## src/rtl/iref_ctrl_if.sv

```systemverilog
`timescale 1ns/1ps
// Request/status bundle between the bias sequencer and its current reference.
// The slave side is the controller; the master side owns en and rdy_iref.
interface iref_ctrl_if;
    logic       en;
    logic       rdy_iref;
    logic       pu_iref;
    logic       cal_iref;
    logic       done;
    logic       err;
    logic [2:0] state;
    logic [1:0] retry_cnt;

    modport master (
        output en, rdy_iref,
        input  pu_iref, cal_iref, done, err, state, retry_cnt
    );

    modport slave (
        input  en, rdy_iref,
        output pu_iref, cal_iref, done, err, state, retry_cnt
    );
endinterface

```

## src/rtl/iref_ctrl.sv

```systemverilog
`timescale 1ns/1ps
// Current-reference power-up/calibration sequencer with bounded retries and fault latch.
// Moore outputs, one cycle after the sampling edge; en low aborts to idle from any state.
module iref_ctrl #(
    parameter int unsigned T_SETTLE  = 5,
    parameter int unsigned T_TIMEOUT = 50,
    parameter int unsigned T_OFF     = 5,
    parameter int unsigned MAX_RETRY = 2
) (
    input  logic        clk,
    input  logic        rst_n,
    iref_ctrl_if.slave  bus
);

    typedef enum logic [2:0] {
        IDLE   = 3'd0,
        SETTLE = 3'd1,
        CAL    = 3'd2,
        OFF    = 3'd3,
        READY  = 3'd4,
        FAULT  = 3'd5
    } state_t;

    localparam logic [15:0] SETTLE_LD  = 16'(T_SETTLE);
    localparam logic [15:0] TIMEOUT_LD = 16'(T_TIMEOUT);
    localparam logic [15:0] OFF_LD     = 16'(T_OFF);
    localparam logic [1:0]  RETRY_MAX  = 2'(MAX_RETRY);

    state_t      state_q;
    state_t      state_nxt;
    logic [15:0] timer_q;
    logic [15:0] timer_nxt;
    logic [15:0] timer_dec;
    logic        timer_last;
    logic [1:0]  retry_q;
    logic [1:0]  retry_nxt;

    // A loaded value of 0 or 1 both mean "this is the final cycle", so a zero
    // duration still occupies the state for one cycle.
    assign timer_last = (timer_q <= 16'd1);
    assign timer_dec  = (timer_q == 16'd0) ? 16'd0 : (timer_q - 16'd1);

    always_comb begin
        state_nxt = state_q;
        timer_nxt = timer_q;
        retry_nxt = retry_q;
        if (!bus.en) begin
            state_nxt = IDLE;
            timer_nxt = 16'd0;
        end else begin
            case (state_q)
                IDLE: begin
                    state_nxt = SETTLE;
                    timer_nxt = SETTLE_LD;
                    retry_nxt = 2'd0;
                end
                SETTLE: begin
                    if (timer_last) begin
                        state_nxt = CAL;
                        timer_nxt = TIMEOUT_LD;
                    end else begin
                        timer_nxt = timer_dec;
                    end
                end
                CAL: begin
                    // Ready beats a coincident timeout.
                    if (bus.rdy_iref) begin
                        state_nxt = READY;
                    end else if (timer_last) begin
                        if (retry_q < RETRY_MAX) begin
                            state_nxt = OFF;
                            timer_nxt = OFF_LD;
                            retry_nxt = retry_q + 2'd1;
                        end else begin
                            state_nxt = FAULT;
                            timer_nxt = timer_dec;
                        end
                    end else begin
                        timer_nxt = timer_dec;
                    end
                end
                OFF: begin
                    if (timer_last) begin
                        state_nxt = SETTLE;
                        timer_nxt = SETTLE_LD;
                    end else begin
                        timer_nxt = timer_dec;
                    end
                end
                READY: begin
                    if (!bus.rdy_iref) begin
                        state_nxt = FAULT;
                    end
                end
                FAULT: begin
                    state_nxt = FAULT;
                end
                default: begin
                    state_nxt = IDLE;
                    timer_nxt = 16'd0;
                end
            endcase
        end
    end

    // Outputs are registered from the next-state decode so they always match state_q.
    always_ff @(posedge clk or negedge rst_n) begin
        if (!rst_n) begin
            state_q      <= IDLE;
            timer_q      <= 16'd0;
            retry_q      <= 2'd0;
            bus.pu_iref  <= 1'b0;
            bus.cal_iref <= 1'b0;
            bus.done     <= 1'b0;
            bus.err      <= 1'b0;
        end else begin
            state_q      <= state_nxt;
            timer_q      <= timer_nxt;
            retry_q      <= retry_nxt;
            bus.pu_iref  <= (state_nxt == SETTLE) || (state_nxt == CAL) || (state_nxt == READY);
            bus.cal_iref <= (state_nxt == CAL);
            bus.done     <= (state_nxt == READY);
            bus.err      <= (state_nxt == FAULT);
        end
    end

    assign bus.state     = state_q;
    assign bus.retry_cnt = retry_q;

endmodule
```

## src/flat_wrapper.sv

```systemverilog
// flat-port wrapper written by rule: the top's interface ports become plain ports
module iref_ctrl_flat 
#(
    parameter int unsigned T_SETTLE  = 5,
    parameter int unsigned T_TIMEOUT = 50,
    parameter int unsigned T_OFF     = 5,
    parameter int unsigned MAX_RETRY = 2
)
  (clk, rst_n, bus_en, bus_rdy_iref, bus_pu_iref, bus_cal_iref, bus_done, bus_err, bus_state, bus_retry_cnt);
  iref_ctrl_if bus_i ();
  input  logic clk;
  input  logic rst_n;
  input wire logic [$bits(bus_i.en)-1:0] bus_en;
  input wire logic [$bits(bus_i.rdy_iref)-1:0] bus_rdy_iref;
  output wire logic [$bits(bus_i.pu_iref)-1:0] bus_pu_iref;
  output wire logic [$bits(bus_i.cal_iref)-1:0] bus_cal_iref;
  output wire logic [$bits(bus_i.done)-1:0] bus_done;
  output wire logic [$bits(bus_i.err)-1:0] bus_err;
  output wire logic [$bits(bus_i.state)-1:0] bus_state;
  output wire logic [$bits(bus_i.retry_cnt)-1:0] bus_retry_cnt;
  assign bus_i.en = bus_en;
  assign bus_i.rdy_iref = bus_rdy_iref;
  assign bus_pu_iref = bus_i.pu_iref;
  assign bus_cal_iref = bus_i.cal_iref;
  assign bus_done = bus_i.done;
  assign bus_err = bus_i.err;
  assign bus_state = bus_i.state;
  assign bus_retry_cnt = bus_i.retry_cnt;
  iref_ctrl #(.T_SETTLE(T_SETTLE), .T_TIMEOUT(T_TIMEOUT), .T_OFF(T_OFF), .MAX_RETRY(MAX_RETRY)) u_core (.clk(clk), .rst_n(rst_n), .bus(bus_i));
endmodule
```

## config.mk

```make
export PLATFORM = sky130hd
export DESIGN_NAME = iref_ctrl_flat
export DESIGN_NICKNAME = d
export VERILOG_FILES = /design/src/rtl/iref_ctrl_if.sv /design/src/rtl/iref_ctrl.sv /design/src/flat_wrapper.sv
export SDC_FILE = /design/constraint.sdc
export NUM_CORES = 1
export LEC_CHECK = 0
export BUFFER_PORTS_ARGS = -buffer_cell sky130_fd_sc_hd__buf_4
export CORE_MARGIN = 3
export CORE_UTILIZATION = 25
export CTS_CLUSTER_SIZE = 28
export DETAILED_ROUTE_END_ITERATION = 8
export GPL_TIMING_DRIVEN = 1
export PLACE_DENSITY = 0.44
export RECOVER_POWER = 100
export SLEW_MARGIN = 5
export SYNTH_ARGS = -nofsm -noshare
export SYNTH_HDL_FRONTEND = slang
export SYNTH_SLANG_ARGS = --single-unit
export TNS_END_PERCENT = 5
```

## constraint.sdc

```tcl
create_clock -name clk -period 2.2 [get_ports clk]
set_clock_uncertainty 0.05 [all_clocks]
set_input_delay 0.33 -clock clk [delete_from_list [all_inputs] [get_ports clk]]
set_output_delay 0.33 -clock clk [all_outputs]
set_load 0.01 [all_outputs]
```

### After elaboration in Yosys (flattened, before gate mapping)

Cells that the tools add are included.

| cells by class | value |
|---|---|
| add/sub/neg operators | 2 |
| $lt $le $gt $ge | 2 |
| equality and inequality tests | 14 |
| mux-type cells | 20 |
| reductions and logical operators | 8 |

Operators with widths:

| operator | number |
|---|---|
| two-way mux 16 bit | 7 |
| case mux 16 bit (5 select lines) | 1 |
| two-way mux 3 bit | 7 |
| case mux 3 bit (6 select lines) | 1 |
| <= comparator 16 x 1 -> 1 bit, second input constant | 1 |
| logical NOT 16 bit | 1 |
| subtractor 16 x 1 -> 16 bit, second input constant | 1 |
| equality test 3 bit, second input constant | 4 |
| equality test 3 x 2 -> 1 bit, second input constant | 3 |
| equality test 3 x 1 -> 1 bit, second input constant | 2 |
| two-way mux 2 bit | 3 |
| AND reduction 5 bit | 1 |
| != test 2 x 1 -> 1 bit, second input constant | 2 |
| != test 2 bit, second input constant | 2 |
| case mux 2 bit (2 select lines) | 1 |
| logical NOT 3 bit | 1 |
| != test 3 bit, second input constant | 1 |
| adder 2 x 1 -> 2 bit, second input constant | 1 |
| logical OR 1 bit | 2 |
| < comparator 2 bit, second input constant | 1 |
| AND reduction 2 bit | 1 |
| nonzero test 2 bit | 1 |
| OR reduction 2 bit | 1 |

| storage, ports and cells | value |
|---|---|
| register bits | 25 |
| input bits | 4 |
| output and inout port bits | 9 |
| word-level logic and storage cells | 53 |

### Longest topological paths before layout

| depth | value |
|---|---|
| depth after elaboration | 9 |
| mapped depth | 9 |
| gate-level depth less buffers | 7 |

### Worst setup path before layout

Ideal clock, no wire load.

| timing path | value |
|---|---|
| path kind | register to register |
| start | register u_core.timer_q[0] |
| end | register u_core.timer_q[10] |
| setup time | 95 ps |
| arrival time | 2046 ps |
| data required time | 2055 ps |
| path slack | 9 ps |
| stages on the path, launching flop included | 10 |
| path buffers | 2 |
| period minus slack after synthesis | 2191 ps |
| cell sequence | dfrtp_1 -> inv_1 -> ha_1 -> or2_2 -> clkbuf_1 -> a21oi_1 -> o31a_1 -> buf_2 -> nand3_1 -> o31ai_1 |

| between the ends | value |
|---|---|
| longest elaborated chain between the ends | 7 |
| elaborated cells between the ends (all ways) | 11 |
| those cells by class | add/sub: 1; order compare: 1; mux: 8; reduce/logical: 1 |

Ends and longest elaborated chain:

| element | RTL line | RTL |
|---|---|---|
| start: declaration | iref_ctrl.sv:31 | `logic [15:0] timer_q;` |
| start signal: assignment | iref_ctrl.sv:118 | `timer_q <= timer_nxt;` |
| subtractor 16 x 1 -> 16 bit / logical NOT 16 bit (equally long branches) | iref_ctrl.sv:41 | `assign timer_dec = (timer_q == 16'd0) ? 16'd0 : (timer_q - 16'd1);` |
| two-way mux 16 bit | iref_ctrl.sv:41 |  |
| two-way mux 16 bit | iref_ctrl.sv:70 | `if (retry_q < RETRY_MAX) begin` |
| two-way mux 16 bit | iref_ctrl.sv:69 | `end else if (timer_last) begin` |
| two-way mux 16 bit | iref_ctrl.sv:67 | `if (bus.rdy_iref) begin` |
| case mux 16 bit (5 select lines) * | iref_ctrl.sv:51 | `case (state_q)` |
| two-way mux 16 bit * | iref_ctrl.sv:47 | `if (!bus.en) begin` |

Mark *: on every way between the ends. The rest lies on a longest branch, timed or not. The select of a mux whose other input is x is not followed.
A chain may end at the register's enable or synchronous reset.

### Final worst setup path

| timing path | value |
|---|---|
| start | register u_core.timer_q[0] |
| end | register u_core.timer_q[2] |

Same word-level chain as after synthesis.

==> summary.md <==
| Metric | Value |
|---|---|
| Total vias in the final route | `1529` |
| Leakage power | `0.8950 nW` |
| Category of cells accounting for the largest share of critical-path delay | `simple AND/OR/NAND/NOR gates` |
| Post-synthesis to final-layout area growth | `24.83%` |
| Synth warn | `0` |
| Element type at the critical path end | `flop` |
| Hold Path Class | `input pin to flop` |
| Hold path endpoint | `u_core.bus.state[0]` |
| Starting density of the core | `0.2604` |
| Longest Clk Path Bufs | `2` |
| Fraction of the cycle the final worst path needs | `0.9432` |
| Number of enable flip-flop cells after synthesis | `0` |
| Period minus WS final | `2.075 ns` |
| Pwr per Cell Area | `1664 mW/mm2` |
| Number of violations reported at the end of detailed-routing iteration 0 | `140` |
| FF+latch count, synth | `25` |
| # IOs | `13` |
| Kind of launch point of the worst setup path | `flop` |
| Setup repair after global routing missed its margin | `true` |
| Total of max-cap violations | `0` |
| Most instantiated flip-flop cell in the synthesis netlist | `sky130_fd_sc_hd__dfrtp_1` |
| Clock insertion delay at the later pin of the skew report | `approximately 0.28 ns` |
| CORE AREA | `0.006386 mm2` |
| First-pass GRT wire length | `approximately 7800 um` |
| Die Y-Extent | `87.56 um` |
| Most numerous cell in the Yosys netlist | `sky130_fd_sc_hd__dfrtp_1` |
| Remaining routing DRC violations | `0` |
| Count of cells along the worst hold path | `2` |
| Number of buffers added by the clock tree synthesis step | `3` |
| Post-layout utilization of the core | `0.3250` |
| Detailed Route WL | `4461 um` |
| Flop2flop setup slack | `0.12 ns` |
| Maximum number of pins on one net before global-route repair | `26` |
| Buffers added on ports | `12` |
| Half-perimeter wire length after placement | `3352 um` |
| Clk slew on worst S/H paths | `0.09 ns` |
| Fin area | `between 0.002 and 0.0025 mm2` |
| Net total in the final layout | `231` |
| Worst-case vdd ir drop | `550.5 uV` |
| CP Data Arrival Time | `roughly 2.2 ns` |
| Average wire per standard cell | `14.87 um` |
| Antenna violations before repair | `0` |
| CP max stage delay | `0.49 ns` |
| Non-filler instance count after layout | `300` |
| Final total power | `about 3.5 mW` |
| Count of unique library cells instantiated by Yosys | `55` |
| Cells along the critical path | `inv_1 > ha_2 > nor2_1 > nor3_2 > clkbuf_1 > a211o_1 > a22oi_1` |
| Crit Reg-Reg Startpoint | `u_core.timer_q[0]` |
| GRT Residual Overflow | `0` |
| Yosys top cell area share | `0.3762` |
| CTS Sinks | `25` |
| Total of endpoints with negative setup slack in the final report | `0` |
| CP max-delay cell | `sky130_fd_sc_hd__nor2_1` |
| First-pass DRT Iterations | `4` |
| Worst slew margin relative to its limit | `0.06236` |
| Total placed instance area | `0.002027 mm2` |
| Cells taking the most area after synthesis | `sky130_fd_sc_hd__dfrtp_1 (38%), sky130_fd_sc_hd__nor2_1 (4.7%), sky130_fd_sc_hd__a31oi_1 (3.0%)` |
| Filler Cells Inserted | `667` |
| Chip width | `87.56 um` |
| Combined global-route utilization of all metal layers | `0.1284` |
| Die outline area | `around 0.0077 mm2` |
| Critical path fanouts, max | `5` |
| End of the worst register-to-register path | `u_core.timer_q[2]` |
| Max frequency | `a little under 500 MHz` |
| Critical path required time | `about 2.3 ns` |
| Fraction of layout instances using a drive strength above 1 | `0.2466` |
| Category of the most critical setup path | `flop to flop` |
| Synthesized instance count | `~180` |
| Routability congestion estimate from global placement | `around 0.76` |
| Number of standard-cell rows in the floorplan | `29` |
| Share of synthesized area occupied by flip-flops and latches | `0.3762` |
| Cell taking the most area after synthesis | `sky130_fd_sc_hd__dfrtp_1` |
| Run status | `finished clean` |
| Hold path start | `bus_en` |
| Post-synth top cells | `sky130_fd_sc_hd__dfrtp_1 (25), sky130_fd_sc_hd__nor2_1 (21), sky130_fd_sc_hd__nand2_1 (11)` |
| TritonCTS clock tree | `yes` |
| CP Depth | `7` |
| Cells on worst reg2reg path | `7` |
| Worst slew pin tran | `1.406 ns` |
| H-tree depth | `1` |
| Critical path buffers and inverters | `2` |
| Number of hold-slack violations in the final timing report | `0` |
| Number of pins with negative max-slew slack in the final report | `0` |
| Buffer cell driving the clock tree root | `sky130_fd_sc_hd__clkbuf_8` |
| Antenna diode count | `0` |
| Post-detailed-route count of antenna-violating nets | `0` |
| Asr flop ratio synth | `1.000` |
| Mean cell area of the mapped netlist | `9.037 um2` |
| Post-Synthesis Cell Area | `approximately 0.0017 mm2` |
| Net count of the mapped netlist | `191` |
| Number of placed instances, taps included | `295` |
| Per-cell via count in the routed design | `5.097` |
| Number of global-route vias before repair | `1530` |
==> what timing repair did <==
| action | in CTS | in global routing |
|---|---|---|
| setup endpoints to repair | 0 | 15 |
| gates resized for setup | 0 | 8 |
| setup buffers | 0 | 0 |
| hold buffers | 1 | 0 |
| hold endpoints to repair | 25 | 0 |
==> cell type report <==
cell class                 instances  area, um2  area share
clock buffer                       3      41.29     0.01989
inverter                           5      18.77    0.009042
tap                               77      96.34     0.04641
sequential                        25      625.6      0.3014
timing repair buffer              44      295.3      0.1423
multi-input combinational        145      993.5      0.4786
clock inverter                     1      5.005    0.002411
==> stage by stage <==
step	setup TNS (ns)	hold WS (ns)	worst slack [ns]
finish	0	0.2701	0.1249
global route	-0.04772	0.2613	-0.02447
CTS	0	0.2543	0.03419
detailed placement	0	0.2187	0.05453
global placement	-0.02843	0.2137	-0.02843
floorplan	0	-0.01559	0.008970
==> how the worst max path moves through the flow <==
| stage | from | slack (ns) | to |
|---|---|---|---|
| after CTS | u_core.timer_q[1] | 0.03 | u_core.timer_q[14] |
| after global placement | u_core.timer_q[15] | -0.03 | u_core.timer_q[5] |
| after floorplan | u_core.timer_q[0] | 0.009 | u_core.timer_q[10] |
| after global routing | u_core.timer_q[0] | -0.02 | u_core.timer_q[8] |
| final | u_core.timer_q[0] | 0.12 | u_core.timer_q[2] |
| after detailed placement | u_core.timer_q[0] | 0.05 | u_core.timer_q[14] |
==> state kept, by name, summed over array words and instances, names as in the netlist <==
name / flops
u_core.timer_q: 16
u_core.bus.state: 3
u_core.bus.retry_cnt: 2
u_core.bus.cal_iref: 1
u_core.bus.done: 1
u_core.bus.err: 1
u_core.bus.pu_iref: 1
==> layer usage <==
metal  vias up  track usage  part of all wire  wire length, um
li1        786            -                 -                -
met1       723       0.1870              0.52             2314
met2        16       0.1959              0.45             2009
met3         4      0.01693             0.019               83
met4         0      0.04184             0.012               53
met5         -            0                 0                0
==> logic make-up after synthesis <==
| logic type | count (synthesis) | share of synthesized area |
|---|---|---|
| buf+inv | 14 | 0.04439 |
| xor+xnor | 1 | 0.005268 |
| mux | 3 | 0.01881 |
| compound gates | 56 | 0.2476 |
| simple gates | 82 | 0.2852 |
| flops | 25 | 0.3762 |
| fa+ha+maj | 3 | 0.02258 |
==> cells in the final DEF, fill, tap and decap left out, types with 3 or more instances in the layout <==
cell type,netlist,layout
sky130_fd_sc_hd__nor2_1,21,19
sky130_fd_sc_hd__clkbuf_8,0,3
sky130_fd_sc_hd__nand3_1,5,5
sky130_fd_sc_hd__dfrtp_1,25,25
sky130_fd_sc_hd__a22o_1,5,5
sky130_fd_sc_hd__clkbuf_1,4,10
sky130_fd_sc_hd__nand2b_1,7,7
sky130_fd_sc_hd__a31oi_1,8,8
sky130_fd_sc_hd__o211ai_1,3,3
sky130_fd_sc_hd__inv_1,5,5
sky130_fd_sc_hd__nor3_1,8,8
sky130_fd_sc_hd__nand2_1,11,11
sky130_fd_sc_hd__o21ai_0,10,10
sky130_fd_sc_hd__nor4_1,8,7
sky130_fd_sc_hd__buf_4,0,33
sky130_fd_sc_hd__a21oi_1,4,4
sky130_fd_sc_hd__a211oi_1,3,3
==> report_power, final <==
part / internal (mW) / total [mW] / switching [mW]
clock: 0.127 / 0.293 / 0.165
sequential: 0.596 / 0.722 / 0.126
combinational: 1.06 / 2.44 / 1.38
total: 1.78 / 3.45 / 1.67
No activity file was read; power rests on OpenSTA's default activity.
